**config.mk**
```make
export PLATFORM = sky130hd
export DESIGN_NAME = counter_irq_handler_flat
export DESIGN_NICKNAME = d
export VERILOG_FILES = /design/src/rtl/counter_irq_handler_if.sv /design/src/rtl/counter_irq_handler.sv /design/src/flat_wrapper.sv
export SDC_FILE = /design/constraint.sdc
export NUM_CORES = 1
export LEC_CHECK = 0
export CORE_MARGIN = 2
export CORE_UTILIZATION = 48
export DETAILED_ROUTE_END_ITERATION = 10
export PLACE_DENSITY = 0.8
export SETUP_SLACK_MARGIN = 0.1
export SLEW_MARGIN = 0
export SYNTH_ARGS = -nofsm -noshare
export SYNTH_HDL_FRONTEND = slang
export SYNTH_SLANG_ARGS = --single-unit
```
**constraint.sdc**
```tcl
create_clock -name clk -period 2.5 [get_ports clk]
set_input_delay 0.5 -clock clk [delete_from_list [all_inputs] [get_ports clk]]
set_output_delay 0.5 -clock clk [all_outputs]
set_load 0.1 [all_outputs]
```
**src/rtl/counter_irq_handler_if.sv**
```systemverilog
`default_nettype none
// ============================================================================
//  Module   : counter_irq_handler_if
//  Brief    : Simple register port between the AXI-lite register slave
//             (master side) and counter_irq_handler (slave side).
//  Revision : 1.0 - initial release
// ============================================================================
interface counter_irq_handler_if;
    logic        wr_en;
    logic [1:0]  wr_addr;
    logic [31:0] wr_data;
    logic [1:0]  rd_addr;
    logic [31:0] rd_data;

    modport master (
        output wr_en,
        output wr_addr,
        output wr_data,
        output rd_addr,
        input  rd_data
    );

    modport slave (
        input  wr_en,
        input  wr_addr,
        input  wr_data,
        input  rd_addr,
        output rd_data
    );
endinterface
`default_nettype wire

```
**src/rtl/counter_irq_handler.sv**
```systemverilog
`default_nettype none
// ============================================================================
//  Module   : counter_irq_handler
//  Brief    : Sticky/maskable capture of counter-core start/done interrupts,
//             saturating done counter, processor IRQ and core ack handshake.
//  Revision : 1.0 - initial release
// ============================================================================
module counter_irq_handler #(
    parameter int CNT_W   = 16,
    parameter int ACK_MAX = 255
) (
    input  wire logic            clk,
    input  wire logic            rst,
    input  wire logic            irq_start_in,
    input  wire logic            irq_done_in,
    output logic                 ack_out,
    output logic                 irq_out,
    counter_irq_handler_if.slave bus
);

    localparam int               TMR_W    = (ACK_MAX > 1) ? $clog2(ACK_MAX) : 1;
    localparam logic [TMR_W-1:0] TMR_LAST = TMR_W'(ACK_MAX - 1);
    localparam logic [CNT_W-1:0] CNT_MAX  = '1;

    localparam logic [1:0] ADDR_STATUS  = 2'd0;
    localparam logic [1:0] ADDR_ENABLE  = 2'd1;
    localparam logic [1:0] ADDR_COUNT   = 2'd2;
    localparam logic [1:0] ADDR_CONTROL = 2'd3;

    typedef enum logic [0:0] {
        ST_IDLE = 1'b0,
        ST_ACK  = 1'b1
    } ack_state_e;

    // ------------------------------------------------------------------------
    // State
    // ------------------------------------------------------------------------
    logic             prev_start_q;
    logic             prev_done_q;
    logic             start_seen_q, start_seen_d;
    logic             done_seen_q,  done_seen_d;
    logic             timeout_q,    timeout_d;
    logic             start_ie_q,   start_ie_d;
    logic             done_ie_q,    done_ie_d;
    logic             auto_ack_q,   auto_ack_d;
    logic [CNT_W-1:0] count_q,      count_d;
    logic             irq_q,        irq_d;
    logic [31:0]      rd_data_q,    rd_data_d;
    ack_state_e       state_q,      state_d;
    logic [TMR_W-1:0] timer_q,      timer_d;

    // ------------------------------------------------------------------------
    // Decode
    // ------------------------------------------------------------------------
    logic w_start_rise;
    logic w_done_rise;
    logic w_wr_status;
    logic w_wr_enable;
    logic w_wr_count;
    logic w_wr_control;
    logic w_ack_now;
    logic w_ack_trigger;
    logic w_ack_busy;
    logic w_timeout_evt;
    logic w_unused_wdata;

    assign w_start_rise = irq_start_in & ~prev_start_q;
    assign w_done_rise  = irq_done_in  & ~prev_done_q;

    assign w_wr_status  = bus.wr_en && (bus.wr_addr == ADDR_STATUS);
    assign w_wr_enable  = bus.wr_en && (bus.wr_addr == ADDR_ENABLE);
    assign w_wr_count   = bus.wr_en && (bus.wr_addr == ADDR_COUNT);
    assign w_wr_control = bus.wr_en && (bus.wr_addr == ADDR_CONTROL);
    assign w_ack_now    = w_wr_control & bus.wr_data[1];

    // Clearing done_seen by hand acks the core only when auto-ack is off.
    assign w_ack_trigger = (w_done_rise & auto_ack_q)
                         | (w_wr_status & bus.wr_data[1] & ~auto_ack_q)
                         | w_ack_now;

    assign w_ack_busy     = (state_q == ST_ACK);
    assign w_unused_wdata = ^{bus.wr_data[31:4], bus.wr_data[2]};

    // ------------------------------------------------------------------------
    // Ack handshake FSM
    // ------------------------------------------------------------------------
    always_comb begin
        state_d       = state_q;
        timer_d       = '0;
        w_timeout_evt = 1'b0;
        case (state_q)
            ST_IDLE: begin
                if (w_ack_trigger) begin
                    state_d = ST_ACK;
                end
            end
            ST_ACK: begin
                // Core release wins over an expiring timer in the same cycle.
                if (!irq_done_in) begin
                    state_d = ST_IDLE;
                end else if (timer_q == TMR_LAST) begin
                    state_d       = ST_IDLE;
                    w_timeout_evt = 1'b1;
                end else begin
                    timer_d = timer_q + 1'b1;
                end
            end
        endcase
    end

    // ------------------------------------------------------------------------
    // Register file next state
    // ------------------------------------------------------------------------
    always_comb begin
        start_seen_d = start_seen_q;
        done_seen_d  = done_seen_q;
        timeout_d    = timeout_q;
        start_ie_d   = start_ie_q;
        done_ie_d    = done_ie_q;
        auto_ack_d   = auto_ack_q;
        count_d      = count_q;

        if (w_wr_status) begin
            if (bus.wr_data[0]) start_seen_d = 1'b0;
            if (bus.wr_data[1]) done_seen_d  = 1'b0;
            if (bus.wr_data[3]) timeout_d    = 1'b0;
        end
        if (w_start_rise)  start_seen_d = 1'b1;
        if (w_done_rise)   done_seen_d  = 1'b1;
        if (w_timeout_evt) timeout_d    = 1'b1;

        if (w_wr_enable) begin
            start_ie_d = bus.wr_data[0];
            done_ie_d  = bus.wr_data[1];
        end
        if (w_wr_control) begin
            auto_ack_d = bus.wr_data[0];
        end

        if (w_wr_count) begin
            count_d = w_done_rise ? CNT_W'(1) : '0;
        end else if (w_done_rise && (count_q != CNT_MAX)) begin
            count_d = count_q + 1'b1;
        end

        irq_d = (start_seen_q & start_ie_q) | (done_seen_q & done_ie_q);
    end

    // ------------------------------------------------------------------------
    // Read mux
    // ------------------------------------------------------------------------
    always_comb begin
        rd_data_d = '0;
        case (bus.rd_addr)
            ADDR_STATUS:  rd_data_d[3:0]       = {timeout_q, w_ack_busy, done_seen_q, start_seen_q};
            ADDR_ENABLE:  rd_data_d[1:0]       = {done_ie_q, start_ie_q};
            ADDR_COUNT:   rd_data_d[CNT_W-1:0] = count_q;
            ADDR_CONTROL: rd_data_d[0]         = auto_ack_q;
        endcase
    end

    // ------------------------------------------------------------------------
    // Sequential
    // ------------------------------------------------------------------------
    always_ff @(posedge clk) begin
        if (rst) begin
            prev_start_q <= 1'b0;
            prev_done_q  <= 1'b0;
            start_seen_q <= 1'b0;
            done_seen_q  <= 1'b0;
            timeout_q    <= 1'b0;
            start_ie_q   <= 1'b0;
            done_ie_q    <= 1'b0;
            auto_ack_q   <= 1'b0;
            count_q      <= '0;
            irq_q        <= 1'b0;
            rd_data_q    <= '0;
            state_q      <= ST_IDLE;
            timer_q      <= '0;
        end else begin
            prev_start_q <= irq_start_in;
            prev_done_q  <= irq_done_in;
            start_seen_q <= start_seen_d;
            done_seen_q  <= done_seen_d;
            timeout_q    <= timeout_d;
            start_ie_q   <= start_ie_d;
            done_ie_q    <= done_ie_d;
            auto_ack_q   <= auto_ack_d;
            count_q      <= count_d;
            irq_q        <= irq_d;
            rd_data_q    <= rd_data_d;
            state_q      <= state_d;
            timer_q      <= timer_d;
        end
    end

    assign ack_out     = w_ack_busy;
    assign irq_out     = irq_q;
    assign bus.rd_data = rd_data_q;

endmodule
`default_nettype wire
```
**src/flat_wrapper.sv**
```systemverilog
// flat-port wrapper written by rule: the top's interface ports become plain ports
module counter_irq_handler_flat 
#(
    parameter int CNT_W   = 16,
    parameter int ACK_MAX = 255
)
  (clk, rst, irq_start_in, irq_done_in, ack_out, irq_out, bus_wr_en, bus_wr_addr, bus_wr_data, bus_rd_addr, bus_rd_data);
  counter_irq_handler_if bus_i ();
  input  wire logic clk;
  input  wire logic rst;
  input  wire logic irq_start_in;
  input  wire logic irq_done_in;
  output logic ack_out;
  output logic irq_out;
  input wire logic [$bits(bus_i.wr_en)-1:0] bus_wr_en;
  input wire logic [$bits(bus_i.wr_addr)-1:0] bus_wr_addr;
  input wire logic [$bits(bus_i.wr_data)-1:0] bus_wr_data;
  input wire logic [$bits(bus_i.rd_addr)-1:0] bus_rd_addr;
  output wire logic [$bits(bus_i.rd_data)-1:0] bus_rd_data;
  assign bus_i.wr_en = bus_wr_en;
  assign bus_i.wr_addr = bus_wr_addr;
  assign bus_i.wr_data = bus_wr_data;
  assign bus_i.rd_addr = bus_rd_addr;
  assign bus_rd_data = bus_i.rd_data;
  counter_irq_handler #(.CNT_W(CNT_W), .ACK_MAX(ACK_MAX)) u_core (.clk(clk), .rst(rst), .irq_start_in(irq_start_in), .irq_done_in(irq_done_in), .ack_out(ack_out), .irq_out(irq_out), .bus(bus_i));
endmodule
```
# Word level (Yosys, flattened, before mapping)
# Index checks and enable logic that the tools add are counted.
# word_totals
regBits	66
input_bits	41
output_inout_bits	34
elab_cells	83
# classes
addsub	2
eq_ne	8
n_mux	22
bitwise_logic	17
reduce_logical	19
# ops
cell	count
2-to-1 mux 16 bit	2
adder 16 x 1 -> 16 bit, second input constant	1
2-to-1 mux 1 bit	16
inequality test 16 bit, second input constant	1
nonzero test 2 bit	7
adder 8 x 1 -> 8 bit, second input constant	1
bitwise AND 1 bit	8
== test 2 bit, second input constant	4
== test 8 bit, second input constant	1
NOT 1 bit	6
AND reduction 2 bit	3
logical AND 1 bit	5
== test 2 x 1 -> 1 bit, second input constant	2
zero test 2 bit	2
one-hot mux 1 bit (4 select lines)	1
one-hot mux 2 bit (2 select lines)	1
OR reduction 4 bit	1
OR 1 bit	3
one-hot mux 1 bit (3 select lines)	1
one-hot mux 1 bit (2 select lines)	1
OR reduction 2 bit	1

# Longest topological paths before layout
# depth
word_depth	8
depth_mapped	5
ltp_nobuf	5

# Least setup slack after synthesis
# No wires, ideal clock.
# synth_path
path_kind	input-to-reg
start	input port irq_done_in
end	register u_core.count_q[14]
arrival_time_ns	1.622
required_ns	2.384
path_slack_ns	0.761
stages	5
n_path_buf	1
path_cell_list	nor2b_1 > buf_2 > nand4_2 > or4_1 > o211a_1
# synth_between
elab_chain_len	3
# synth_rtl
element	line_no	rtl
start, declared	flat_wrapper.sv:12	input wire logic irq_done_in;
bitwise AND 1 bit	counter_irq_handler.sv:68	assign w_done_rise = irq_done_in & ~prev_done_q;
logical AND 1 bit	counter_irq_handler.sv:142	end else if (w_done_rise && (count_q != CNT_MAX)) begin
nonzero test 2 bit (no line)	--	
end signal, assigned	counter_irq_handler.sv:189	count_q <= count_d;
end, declared	counter_irq_handler.sv:46	logic [CNT_W-1:0] count_q, count_d;
# No other way between the ends.
# A chain may end at the register's enable or synchronous reset.

# Worst setup path after layout
# layout_path
start	input port irq_done_in
end	register u_core.count_q[8]
# The elaborated chain is that of the path after synthesis.

==> reports/results.txt <==
The compound-gate portion of the synthesized area is 9.39%, and the DRC marker count from the first detailed-route iteration is 100. Final count of negative-setup-slack endpoints: 0. Power spread over the standard cell area amounts to 580 nW/um2. The highest cell delay on the worst timing path was 0.53 ns. Summing the areas of all and, or, nand and nor instances in the mapped netlist gives 27.7% of the synthesized area. The critical path data required time is 2.68 ns. Detailed routing inserted a total of 1696 vias.

The placed instances occupy a cell area of 2470 um2. TritonCTS created 5 clock buffers. Among all flip-flop cells after synthesis, the most frequent one is sky130_fd_sc_hd__dfxtp_1. The worst pin sits at a relative slew slack of 65.2%. The logs give 16.8% for the all-layer global routing usage and 487 MHz for the highest clock frequency the design can meet. The count of maximum capacitance violations was 0; the share of final-layout standard cells stronger than drive strength 1 was 12.9%. The post-detailed-placement half-perimeter wirelength was 2.98 mm; the total placed cells including tap cells was 318.

The sum of met2 wire segment lengths after detailed routing is 1.95 mm. On the critical path, the stage with the largest delay is an instance of sky130_fd_sc_hd__clkdlybuf4s50_1. Register bit total from synthesis: 50. For this run, the detailed router's first-pass iteration total came to 4. The number of fill cells is 382. In the final layout, flip-flops and latches occupy 1000 um2. The tools report the cell count after synthesis as 238. At the placement stage, the worst setup path has a slack of 0.166 ns. After detailed routing, the average wire length per cell comes to 12.3 um.

TritonCTS built the clock tree. For the total count of hold-check failures in the final report, the log shows 0. The die covers 5140 um2.

In this run, synthesis inferred 0 flip-flops with an integrated enable. The critical path goes through clkdlybuf4s50_1 > nor2b_1 > buf_4 > nand4_2 > buf_4 > a2111oi_0 > nor3b_1. 75 I/O pins were placed.

The antenna diode count came out at 0. The floorplan step defined a core boundary enclosing 4380 um2. The tools report the max-slew violation total from the final report as 0.

Of all nets on the critical path, the largest fanout is 9. The average vias per placed instance came out at 5.23. The logs give 2550 um2 for the post-route standard cell area excluding fillers and 0.30 ns for the clock latency on the worst-skew pair.

The run gives 42 as the number of distinct library cells after synthesis. The worst setup path is captured at a register. The worst path in the final design needs a cycle of 2.05 ns, including I/O delays and setup. In this design, the critical path's most frequently occurring cell is sky130_fd_sc_hd__buf_4. CTS built an H-tree with a depth of 2. By area the synthesized netlist is led by sky130_fd_sc_hd__dfxtp_1 46%, sky130_fd_sc_hd__buf_4 5.5%, sky130_fd_sc_hd__mux2i_1 4.6%. In the routed design, unresolved DRC markers number 0. For the setup total negative slack, the log shows 0 ns. The critical path in this run is classified as in -> reg.

The final-stage net count is 317. Relative to the synthesized area, the layout overhead comes to 15.9%. After Yosys synthesis, XOR and XNOR cells account for 2.39% of the synthesized area. Post-CTS clock slew at the launch and capture registers of the worst setup and hold paths: 0.08 ns. The share of synthesized flip-flops with an asynchronous set or reset works out to 0%.

The tools report the number of post-CTS setup repair buffers as 0. Counting along the longest clock path gives a buffer depth of 2. The initialized floorplan defines 24 standard-cell rows.

After layout, the worst setup slack is 0.445 ns. The tools report the type of element launching the critical path as an input port. The post-synthesis cell area is 2200 um2, and the residual overflow from global routing is 0. The initial utilization of the core area, before any placement, comes to 50.2%. Setup repair after global routing left no endpoint under its margin.

The register-to-register setup slack is 0.74 ns, and the maximum resistive drop on vdd is 332 uV. Worst hold-check path type: reg -> reg. The die extent in y was 71.7 um; the mean post-synth cell area was 9.24 um2. The top cell type's share of synthesized area came out at 45.5%. Entering global routing, the biggest net connects 14 pins. The critical path data arrival time came out at 2.23 ns. Sequential elements use 45.5% of the synthesized area.

The count of nets left with antenna violations once routing finished came out at 0. The number of antenna violations at the first check in global routing was 0; the number of gates resized after CTS was 0. The count of input and output buffers came out at 29. The final cycle utilization of the critical path is 82.2%, and the count of warnings emitted by yosys is 0. By area, the combinational part of the netlist is dominated by simple AND/OR/NAND/NOR gates. The analysis attributes to cell leakage a power of 1.01 nW. The flow ran to the end, and the final reports show no timing, DRC or antenna violations. Final weighted congestion in routability-driven placement: 0.824. Clock tree synthesis found a total of 50 sinks. In this run the top signal layer used is met4.

The routed length on met3 is 216 um, and the width of the die is 71.7 um. In the final routing, the length of wire on met1 measures 1.78 mm. The portion of synthesized area spent on multiplexers is 5.57%.

After the flow finishes, the layout carries non-filler instances totaling 324. sky130_fd_sc_hd__dfxtp_1 takes more of the synthesized area than any other cell. The tools report the cts-stage hold buffer count as 0. Summing the areas of all fa, ha and maj instances in the mapped netlist gives 1.71% of the synthesized area. Across the routed clock network, the largest skew measured is 0.00362 ns. Root buffer cell: sky130_fd_sc_hd__clkbuf_8. The area of the multi-input gates was 1090 um2. Post-detailed-routing wire length: 4.00 mm. The tools report the total power as 1.48 mW.

The global-route wire length before repair was 6.84 mm; the transition time at the pin with the least slew margin was 0.517 ns. Via count of the first global-routing pass: 1583.
==> path summary, 6_finish.rpt <==
check,cells past startpoint,start,to
hold / removal,2,u_core.count_q[5],u_core.count_q[5]
setup / recovery,7,irq_done_in,u_core.count_q[8]
hold reg to reg,2,u_core.count_q[5],u_core.count_q[5]
setup reg to reg,5,u_core.count_q[3],u_core.count_q[8]
==> placed cells by master, fill, tap and decap left out, drive strengths merged, types with 6 or more instances in the layout <==
master / n
dfxtp: 50
buf: 24
nand2: 18
nor2: 18
conb: 16
and2: 13
clkdlybuf4s50: 11
a21oi: 10
mux2i: 10
nand3: 9
or4: 8
o31ai: 7
nand4: 7
inv: 6
nor2b: 6
nor3: 6
clkbuf: 6
==> metal layers <==
layer | track usage (%) | vias up
met5 | 0 | -
met1 | 20.8 | 754
li1 | - | 881
met2 | 28.3 | 54
met3 | 3.94 | 7
met4 | 6.29 | 0
==> layout make-up <==
type / instances / area share (%)
Timing Repair Buffer: 35 / 11.4
Inverter: 6 / 0.883
Multi-Input combinational cell: 175 / 42.7
Sequential cell: 50 / 39.3
Clock buffer: 6 / 3.24
Tap cell: 52 / 2.55
==> critical path, delay by kind of cell <==
| kind | cells | cell delay, ns |
|---|---|---|
| buffers and inverters | 3 | 0.91 |
| and+or+nand+nor | 3 | 0.41 |
| AOI/OAI and AO/OA | 1 | 0.41 |
==> stage by stage <==
step	utilization [%]	hold slack, ns
floorplan	-	0.453
global placement	56.3	0.481
detailed placement	56.3	0.505
CTS	58.2	0.521
global route	58.2	0.540
finish	58.2	0.517
==> power breakdown <==
| group | switching, mW | leakage, nW | internal [mW] |
|---|---|---|---|
| sequential | 0.00916 | 0.405 | 0.807 |
| clock | 0.245 | 0.0431 | 0.214 |
| combinational | 0.163 | 0.557 | 0.0433 |
==> flip-flops by register name, indices dropped and copies added, names as in the netlist <==
name / flops
u_core.bus.rd_data: 16
u_core.count_q: 16
u_core.timer_q: 8
u_core.ack_out: 1
u_core.auto_ack_q: 1
u_core.done_ie_q: 1
u_core.done_seen_q: 1
u_core.irq_out: 1
u_core.prev_done_q: 1
u_core.prev_start_q: 1
u_core.start_ie_q: 1
u_core.start_seen_q: 1
u_core.timeout_q: 1
==> Yosys cell counts, drive strengths merged, types with 2 or more instances <==
cell	n
a31oi	3
nor2	18
nor2b	6
nor4	3
nand4	7
buf	17
or3	5
a21oi	10
or4	8
nand2	18
xor2	5
and3	2
nand3b	3
nor3b	3
nand2b	2
inv	6
nor3	6
o31ai	7
and2	13
nand3	9
o21ai	5
dfxtp	50
clkbuf	5
mux2i	10
ha	3
and4	2
==> cells by family (layout without fill, tap and decap cells) <==
logic type / Yosys count / in the layout
other: 1 / 16
and+or+nand+nor: 107 / 107
xor gates and xnor gates: 6 / 6
DFF: 50 / 50
buffers and inverters: 28 / 47
AOI/OAI and AO/OA: 32 / 32
adders and majority gates: 3 / 3
muxes: 11 / 11
No activity file was read; power rests on OpenSTA's default activity.
